`src/rtl/load_store_unit.sv`:
```
// Memory stage: one data-memory transaction per LOAD/STORE over a req/gnt + rvalid bus,
// stalling the pipe until it completes, with lane steering, load extension and faults.
module load_store_unit #(
    parameter int XLEN    = 32,
    parameter int TIMEOUT = 255
) (
    input  logic            clk,
    input  logic            rst,
    input  logic            ex_valid,
    input  logic [6:0]      ex_opcode,
    input  logic [2:0]      ex_funct3,
    input  logic [XLEN-1:0] ex_addr,
    input  logic [XLEN-1:0] ex_wdata,
    input  logic [4:0]      ex_rd,
    output logic            stall,
    output logic            mem_req,
    output logic            mem_we,
    output logic [XLEN-1:0] mem_addr,
    output logic [3:0]      mem_be,
    output logic [XLEN-1:0] mem_wdata,
    input  logic            mem_gnt,
    input  logic            mem_rvalid,
    input  logic [XLEN-1:0] mem_rdata,
    output logic            wb_valid,
    output logic [4:0]      wb_rd,
    output logic [XLEN-1:0] wb_data,
    output logic            mem_fault
);

    localparam int CW = $clog2(TIMEOUT + 1);
    localparam logic [6:0] OP_LOAD  = 7'b0000011;
    localparam logic [6:0] OP_STORE = 7'b0100011;

    typedef enum logic [1:0] {IDLE, REQ, WAIT} state_t;

    state_t          state_q, state_d;
    logic [CW-1:0]   cnt_q, cnt_d;
    logic            req_q, req_d;
    logic            we_q, we_d;
    logic [XLEN-1:0] addr_q, addr_d;
    logic [3:0]      be_q, be_d;
    logic [XLEN-1:0] wdata_q, wdata_d;
    logic [4:0]      rd_q, rd_d;
    logic [2:0]      funct3_q, funct3_d;
    logic            wb_valid_q, wb_valid_d;
    logic [4:0]      wb_rd_q, wb_rd_d;
    logic [XLEN-1:0] wb_data_q, wb_data_d;
    logic            fault_q, fault_d;

    logic            is_load, is_store, mem_op;
    logic            misaligned, illegal, fault_in;
    logic [3:0]      be_in;
    logic [XLEN-1:0] wdata_in, rdata_sh, load_ext;

    assign is_load  = (ex_opcode == OP_LOAD);
    assign is_store = (ex_opcode == OP_STORE);
    assign mem_op   = ex_valid & (is_load | is_store);

    // Decode, alignment/legality check and lane steering of the incoming instruction.
    always_comb begin
        misaligned = 1'b0;
        be_in      = 4'hF;
        wdata_in   = ex_wdata;
        case (ex_funct3[1:0])
            2'b00: begin
                be_in    = 4'b0001 << ex_addr[1:0];
                wdata_in = {(XLEN/8){ex_wdata[7:0]}};
            end
            2'b01: begin
                misaligned = ex_addr[0];
                be_in      = 4'b0011 << ex_addr[1:0];
                wdata_in   = {(XLEN/16){ex_wdata[15:0]}};
            end
            2'b10:   misaligned = |ex_addr[1:0];
            default: misaligned = 1'b0;
        endcase
        illegal  = is_load ? (ex_funct3 == 3'd3 || ex_funct3 == 3'd6 || ex_funct3 == 3'd7)
                           : (ex_funct3 >= 3'd3);
        fault_in = mem_op & (misaligned | illegal);
    end

    assign rdata_sh = mem_rdata >> {addr_q[1:0], 3'b000};

    always_comb begin
        case (funct3_q)
            3'd0:    load_ext = {{(XLEN-8){rdata_sh[7]}}, rdata_sh[7:0]};
            3'd1:    load_ext = {{(XLEN-16){rdata_sh[15]}}, rdata_sh[15:0]};
            3'd4:    load_ext = {{(XLEN-8){1'b0}}, rdata_sh[7:0]};
            3'd5:    load_ext = {{(XLEN-16){1'b0}}, rdata_sh[15:0]};
            default: load_ext = rdata_sh;
        endcase
    end

    // stall drops in the completion/fault cycle so EX/MEM advances as the FSM returns to IDLE.
    always_comb begin
        state_d    = state_q;
        cnt_d      = cnt_q;
        req_d      = req_q;
        we_d       = we_q;
        addr_d     = addr_q;
        be_d       = be_q;
        wdata_d    = wdata_q;
        rd_d       = rd_q;
        funct3_d   = funct3_q;
        wb_valid_d = 1'b0;
        wb_rd_d    = wb_rd_q;
        wb_data_d  = wb_data_q;
        fault_d    = 1'b0;
        stall      = 1'b0;
        case (state_q)
            IDLE: begin
                cnt_d = '0;
                if (fault_in) begin
                    fault_d = 1'b1;
                end else if (mem_op) begin
                    state_d  = REQ;
                    req_d    = 1'b1;
                    we_d     = is_store;
                    addr_d   = ex_addr;
                    be_d     = be_in;
                    wdata_d  = wdata_in;
                    rd_d     = ex_rd;
                    funct3_d = ex_funct3;
                    stall    = 1'b1;
                end
            end
            REQ: begin
                if (mem_gnt) begin
                    req_d = 1'b0;
                    cnt_d = '0;
                    if (we_q) begin
                        state_d = IDLE;
                    end else begin
                        state_d = WAIT;
                        stall   = 1'b1;
                    end
                end else if (cnt_q == CW'(TIMEOUT)) begin
                    req_d   = 1'b0;
                    state_d = IDLE;
                    fault_d = 1'b1;
                end else begin
                    cnt_d = cnt_q + CW'(1);
                    stall = 1'b1;
                end
            end
            WAIT: begin
                if (mem_rvalid) begin
                    state_d    = IDLE;
                    wb_valid_d = 1'b1;
                    wb_rd_d    = rd_q;
                    wb_data_d  = load_ext;
                end else if (cnt_q == CW'(TIMEOUT)) begin
                    state_d = IDLE;
                    fault_d = 1'b1;
                end else begin
                    cnt_d = cnt_q + CW'(1);
                    stall = 1'b1;
                end
            end
            default: state_d = IDLE;
        endcase
    end

    always_ff @(posedge clk or posedge rst) begin
        if (rst) begin
            state_q    <= IDLE;
            cnt_q      <= '0;
            req_q      <= 1'b0;
            we_q       <= 1'b0;
            addr_q     <= '0;
            be_q       <= 4'h0;
            wdata_q    <= '0;
            rd_q       <= 5'd0;
            funct3_q   <= 3'd0;
            wb_valid_q <= 1'b0;
            wb_rd_q    <= 5'd0;
            wb_data_q  <= '0;
            fault_q    <= 1'b0;
        end else begin
            state_q    <= state_d;
            cnt_q      <= cnt_d;
            req_q      <= req_d;
            we_q       <= we_d;
            addr_q     <= addr_d;
            be_q       <= be_d;
            wdata_q    <= wdata_d;
            rd_q       <= rd_d;
            funct3_q   <= funct3_d;
            wb_valid_q <= wb_valid_d;
            wb_rd_q    <= wb_rd_d;
            wb_data_q  <= wb_data_d;
            fault_q    <= fault_d;
        end
    end

    assign mem_req   = req_q;
    assign mem_we    = we_q;
    assign mem_addr  = {addr_q[XLEN-1:2], 2'b00};
    assign mem_be    = be_q;
    assign mem_wdata = wdata_q;
    assign wb_valid  = wb_valid_q;
    assign wb_rd     = wb_rd_q;
    assign wb_data   = wb_data_q;
    assign mem_fault = fault_q;

endmodule

```
`config.mk`:
```
export PLATFORM = sky130hd
export DESIGN_NAME = load_store_unit
export DESIGN_NICKNAME = d
export VERILOG_FILES = /design/src/rtl/load_store_unit.sv
export SDC_FILE = /design/constraint.sdc
export NUM_CORES = 1
export LEC_CHECK = 0
export ABC_AREA = 1
export ABC_CLOCK_PERIOD_IN_PS = 3950
export BUFFER_PORTS_ARGS = -buffer_cell sky130_fd_sc_hd__buf_2
export CORE_ASPECT_RATIO = 0.9
export CORE_MARGIN = 4
export CORE_UTILIZATION = 35
export DETAILED_ROUTE_END_ITERATION = 16
export GPL_TIMING_DRIVEN = 0
export SYNTH_ARGS = -nofsm -noshare
export SYNTH_HDL_FRONTEND = slang
export SYNTH_SLANG_ARGS = --single-unit
```
`constraint.sdc`:
```
create_clock -name clk -period 3.95 [get_ports clk]
set_clock_uncertainty 0.2 [all_clocks]
set_input_delay 0 -clock clk [delete_from_list [all_inputs] [get_ports clk]]
set_output_delay 0 -clock clk [all_outputs]
set_load 0.03 [all_outputs]
```
# After elaboration in Yosys (flattened, before gate mapping)
# Cells that the tools add are included.
[op_classes]
addsub = 1
magnitude_cmp = 1
eq_ne = 17
n_shift = 3
muxes = 35
bitwise_logic = 5
reduce_logical = 13
[op_table]
columns = ["op", "n"]
rows = [
  ["case mux 32 bit (4 select lines)", 1],
  ["case mux 32 bit (2 select lines)", 1],
  [">> shifter 32 x 5 -> 32 bit", 1],
  ["two-way mux 8 bit", 3],
  ["case mux 8 bit (3 select lines)", 1],
  ["two-way mux 1 bit", 17],
  ["== test 3 bit (second input constant)", 4],
  ["two-way mux 2 bit", 6],
  ["adder 8 x 1 -> 8 bit (second input constant)", 1],
  ["== test 8 bit (second input constant)", 1],
  ["case mux 4 bit (2 select lines)", 1],
  ["== test 7 x 2 -> 1 bit (second input constant)", 1],
  ["== test 7 x 6 -> 1 bit (second input constant)", 1],
  ["inequality test 2 bit (second input constant)", 3],
  ["case mux 1 bit (3 select lines)", 2],
  ["case mux 2 bit (3 select lines)", 1],
  ["AND reduction 2 bit", 3],
  ["== test 2 x 1 -> 1 bit (second input constant)", 2],
  ["== test 2 bit (second input constant)", 2],
  ["zero test 2 bit", 2],
  ["case mux 1 bit (2 select lines)", 2],
  ["AND reduction 4 bit", 1],
  ["left shift 1 x 2 -> 4 bit (first input constant)", 1],
  ["left shift 2 x 2 -> 4 bit (first input constant)", 1],
  ["13 further kinds", 16],
]
[totals]
ff_bits = 127
in_bits = 116

# Depth between registers and ports, before layout
[depth]
ltp_word = 8
depth_mapped = 12
mapped_depth_nobuf = 10

# Least setup slack after synthesis
# OpenSTA, ideal clock, no wires.
[synth_timing]
kind = "reg2out"
from = "register state_q[1]"
to = "output stall"
arrival_time_ns = 1.681
required_time_ns = 3.750
setup_slack_ns = 2.069
path_stages_with_launch = 8
n_path_buf = 1
cell_sequence = "dfrtp_1 > inv_1 > ha_1 > inv_1 > nor2_2 > nand3_2 > clkbuf_1 > a21oi_1"
[synth_between]
elab_chain_cells = 2
word_cells_on_any_way = 4
classes_between = "2 x eq/ne; 1 x mux; 1 x reduce/logical"
[synth_rtl]
columns = ["element", "line", "source"]
rows = [
  ["from (decl)", "36", "state_t state_q, state_d;"],
  ["from (signal assigned)", "180", "state_q <= state_d;"],
  ["== test 2 bit (tied with other cells)", "110", "case (state_q)"],
  ["case mux 1 bit (3 select lines) *", "110", ""],
  ["to (decl)", "15", "output logic stall,"],
]
# Mark *: on every way between the ends. The rest lies on a longest branch, timed or not.

# Worst setup path in the final report
[layout_timing]
from = "register addr_q[1]"
to = "register wb_data_q[1], in the netlist wb_data[1]"
[layout_between]
elab_chain_cells = 2
[layout_rtl]
columns = ["element", "line", "source"]
rows = [
  ["from (decl)", "40", "logic [XLEN-1:0] addr_q, addr_d;"],
  ["from (signal assigned)", "184", "addr_q <= addr_d;"],
  [">> shifter 32 x 5 -> 32 bit", "82", "assign rdata_sh = mem_rdata >> {addr_q[1:0], 3'b000};"],
  ["case mux 32 bit (4 select lines)", "85", "case (funct3_q)"],
  ["to (signal assigned)", "191", "wb_data_q <= wb_data_d;"],
  ["to (decl)", "47", "logic [XLEN-1:0] wb_data_q, wb_data_d;"],
]
# No other way between the ends.
# A chain may end at the register's enable or synchronous reset.

==> impl_metrics.toml <==
[grt]
globalRouteMet3Util_pct = 5.76
wire_length_of_the_first_global_routing_pass_mm = 35.1
grt_pass1_vias = 6931
grtUsageMet1_pct = 26.4
number_of_antenna_violations_at_the_first_check_in_global_routing = 0
met2_usage_pct = 31.1
total_global_routing_track_utilization_pct = 19.6
largest_net_degree_at_the_start_of_global_routing = 68
grt-ovfl-total = 0
busiest_layer = "met2"

[place]
placement.setup.worst_slack_ps = 1690
port_buffers = 223
dp.cells = 1419
dp_hpwl_mm = 15.8
globalplace.congestion = 0.915

[timing]
max_slew_margin_pct = 54.0
timing.final.crit_period_ps = 2920
final-setup-viol-count = 0
share_of_the_clock_period_used_by_the_worst_path_after_layout_pct = 74.0
worstMarginPinSlew_ps = 690
unrepaired_setup_endpoints_after_global_routing = "false"
totalNegativeSetupSlack_ps = 0
post-route-worst-setup-slack_ps = 1030
timing.fmax_mhz = 342
hold-worst-slack_ps = 44.7
hold_viol_final = 0
maxSlewViolCount = 0

[critical_path]
worstRegToRegCells = 8
worst-r2r-setup-slack_ps = 1030
rr_startpoint = "addr_q[1]"
critical_path_peak_fanout = 10
crit_type = "flop to flop"
critPathLaunchType = "flop"
timing.critical_path.to_type = "flop"
critPathRequiredTime_ps = 4060
critical_path.reg2reg.endpoint = "wb_data[1]"
worstPathArrival_ps = 3030

[die]
core_area_sq_mm = 0.0199
die_span_in_x_microns = 158
die_area_sq_mm = 0.0226
row_count = 49
die_height_microns = 143
start_util_pct = 35.6
num_io_pins = 226

[layout]
multi_input_area_sq_mm = 0.00255
fillCellCount = 1888
area_delta_synth_final_pct = 47.9
finish.net_count = 1442
finalCoreUtilization_pct = 52.6
antennaDiodeCount = 0
seq_area_sq_mm = 0.00318
final_layout_size_suffix_gt1_share_pct = 30.6
final-instance-count-excl-fill = 1585

[drt]
drt_first_pass_iters = 5
routed_wire_length_mm = 22.0
antenna_left = 0
drt-vias-per-instance = 4.46
detailedRoute.firstIterationViolations = 394
total_number_of_vias = 7063
route.detailed.wl_per_inst_microns = 13.9
route.detailed.drc = 0

[flow_run]
cap_viol_max_count = 0

[logic_synthesis]
yosys_register_bits = 127
synth.cell_area_sq_mm = 0.00709
number_of_enable_type_register_cells_in_the_synthesized_netlist = 0
sequential_to_total_area_share_from_yosys_stat_pct = 44.8
synthArstFlopShare_pct = 100
syn_inst = 939
synthDistinctLibCells = 35
yosys_most_used_dff = "sky130_fd_sc_hd__dfrtp_1"
yosysWarnings = 0
syn_avg_cell_area_sq_um = 7.55

[power]
p_leak_nw = 5.36
p_per_area_mw_per_mm2 = 457
ir_drop_mv = 0.278

[clock_tree]
cts_inserted_buffers = 17
cts_num_sinks = 127
insertion_delay_ps = 410
cts_max_level = 4
clockBufferDepth = 2
cts_tree = "built"
path_clk_slew_ps = 60
cts.repair.resized = 0
clockRootBuffer = "sky130_fd_sc_hd__clkbuf_16"

[worst_hold_path]
min_delay_path_depth = 8
worst_hold_path_class = "input port to flop"
hold-path-endpoint = "state_q[0]"
min_from = "ex_opcode[4]"

[status]
result_of_the_run = "finished clean"
[metal layers]
metal  vias to the layer above  wire length (microns)
met5                         -                      0
met1                      3212                  10100
met2                       228                  10000
li1                       3599                      -
met4                         0                    329
met3                        24                   1550
[what timing repair did]
| item | in CTS | in global routing |
|---|---|---|
| hold endpoints to repair | 225 | 0 |
| hold buffers | 134 | 0 |
| setup buffers | 0 | 0 |
[logic make-up after synthesis]
group | Yosys count | synth area share (%)
AOI/OAI and AO/OA | 210 | 17.3
buffers and inverters | 310 | 19.2
xor gates and xnor gates | 1 | 0.124
and+or+nand+nor | 281 | 16.9
DFF | 127 | 44.8
adders and majority gates | 9 | 1.59
other | 1 | 0.0529
[Yosys cell counts (2+ instances only)]
cell type	count	share of area [%]
sky130_fd_sc_hd__a21oi_1	19	1.3
sky130_fd_sc_hd__a31oi_1	9	0.79
sky130_fd_sc_hd__buf_1	2	0.11
sky130_fd_sc_hd__buf_2	16	1.1
sky130_fd_sc_hd__buf_4	34	3.6
sky130_fd_sc_hd__buf_6	7	1.1
sky130_fd_sc_hd__clkbuf_1	14	0.74
sky130_fd_sc_hd__dfrtp_1	127	45
sky130_fd_sc_hd__ha_1	9	1.6
sky130_fd_sc_hd__inv_1	194	10
sky130_fd_sc_hd__inv_2	43	2.3
sky130_fd_sc_hd__nand2_1	190	10
sky130_fd_sc_hd__nand2_2	24	2.1
sky130_fd_sc_hd__nand3_1	36	2.5
sky130_fd_sc_hd__nand3_2	2	0.28
sky130_fd_sc_hd__nand4_1	2	0.18
sky130_fd_sc_hd__nor2_1	19	1.0
sky130_fd_sc_hd__nor2_2	4	0.35
sky130_fd_sc_hd__nor3_1	2	0.14
sky130_fd_sc_hd__o211ai_1	22	2.3
sky130_fd_sc_hd__o21ai_0	80	5.6
sky130_fd_sc_hd__o21ai_1	43	3.0
sky130_fd_sc_hd__o21ai_2	20	2.5
sky130_fd_sc_hd__o21bai_1	2	0.21
sky130_fd_sc_hd__o22ai_1	9	0.79
[sequential cells by signal, indices dropped and copies added, names as in the netlist, 2 cells and up]
signal     cells
addr_q        32
mem_wdata     32
wb_data       32
cnt_q          8
rd_q           5
wb_rd          5
mem_be         4
funct3_q       3
state_q        2
[cell type report]
cell class              count  area share, %
clock inverters            13           1.34
repair buffers            358           23.7
clock buffers              19           4.23
well taps                 255           3.04
inverters                 237           8.53
flip-flops and latches    127           30.3
multi-input cells         503           24.3
plain buffers              73           4.52
[cell usage in the layout, fill, tap and decap left out, types with 3 or more instances in the layout]
cell,n
sky130_fd_sc_hd__clkinvlp_4,4
sky130_fd_sc_hd__buf_6,7
sky130_fd_sc_hd__nand2_1,190
sky130_fd_sc_hd__inv_1,193
sky130_fd_sc_hd__buf_2,239
sky130_fd_sc_hd__o211ai_1,22
sky130_fd_sc_hd__o22ai_1,9
sky130_fd_sc_hd__inv_2,43
sky130_fd_sc_hd__o21ai_2,20
sky130_fd_sc_hd__o21ai_0,80
sky130_fd_sc_hd__clkinv_4,3
sky130_fd_sc_hd__o21ai_1,43
sky130_fd_sc_hd__a21oi_1,19
sky130_fd_sc_hd__dfrtp_1,127
sky130_fd_sc_hd__clkinv_2,3
sky130_fd_sc_hd__dlygate4sd3_1,134
sky130_fd_sc_hd__clkbuf_1,15
sky130_fd_sc_hd__nor2_2,4
sky130_fd_sc_hd__nand2_2,24
sky130_fd_sc_hd__nor2_1,19
sky130_fd_sc_hd__ha_1,9
sky130_fd_sc_hd__buf_4,34
sky130_fd_sc_hd__nand3_1,36
sky130_fd_sc_hd__clkbuf_16,17
sky130_fd_sc_hd__a31oi_1,9
[per-stage QoR]
step / total power, W / cell area, sq um
6_report: 0.00480 / 10500
4_1_cts: 0.00485 / 10500
5_1_grt: 0.00508 / 10500
3_5_place_dp: 0.00314 / 8560
3_3_place_gp: 0.00312 / 8530
2_1_floorplan: 0.00267 / 7090
[how the worst max path moves through the flow]
stage	startpoint	endpoint	depth (start not counted)
floorplan	rst	addr_q[0]	1
finish	addr_q[1]	wb_data[1]	8
detailed placement	state_q[0]	cnt_q[1]	8
global route	cnt_q[0]	state_q[1]	12
CTS	cnt_q[0]	state_q[1]	12
global placement	rst	addr_q[18]	2
[power by group]
| group | total (W) | switching, W | internal, W |
|---|---|---|---|
| logic | 0.00155 | 0.00101 | 0.000536 |
| clock network | 0.00156 | 0.000616 | 0.000946 |
| registers | 0.00169 | 0.000136 | 0.00155 |
[critical path, cell delays in order (launching register included)]
cell	delay [ps]
sky130_fd_sc_hd__dfrtp_1	360
sky130_fd_sc_hd__buf_2	170
sky130_fd_sc_hd__inv_2	160
sky130_fd_sc_hd__buf_1	420
sky130_fd_sc_hd__o211ai_1	190
sky130_fd_sc_hd__dlygate4sd3_1	610
sky130_fd_sc_hd__o211ai_1	90
sky130_fd_sc_hd__dlygate4sd3_1	580
sky130_fd_sc_hd__nand2_1	50
Note: power is estimated with default switching activity, not from simulation.
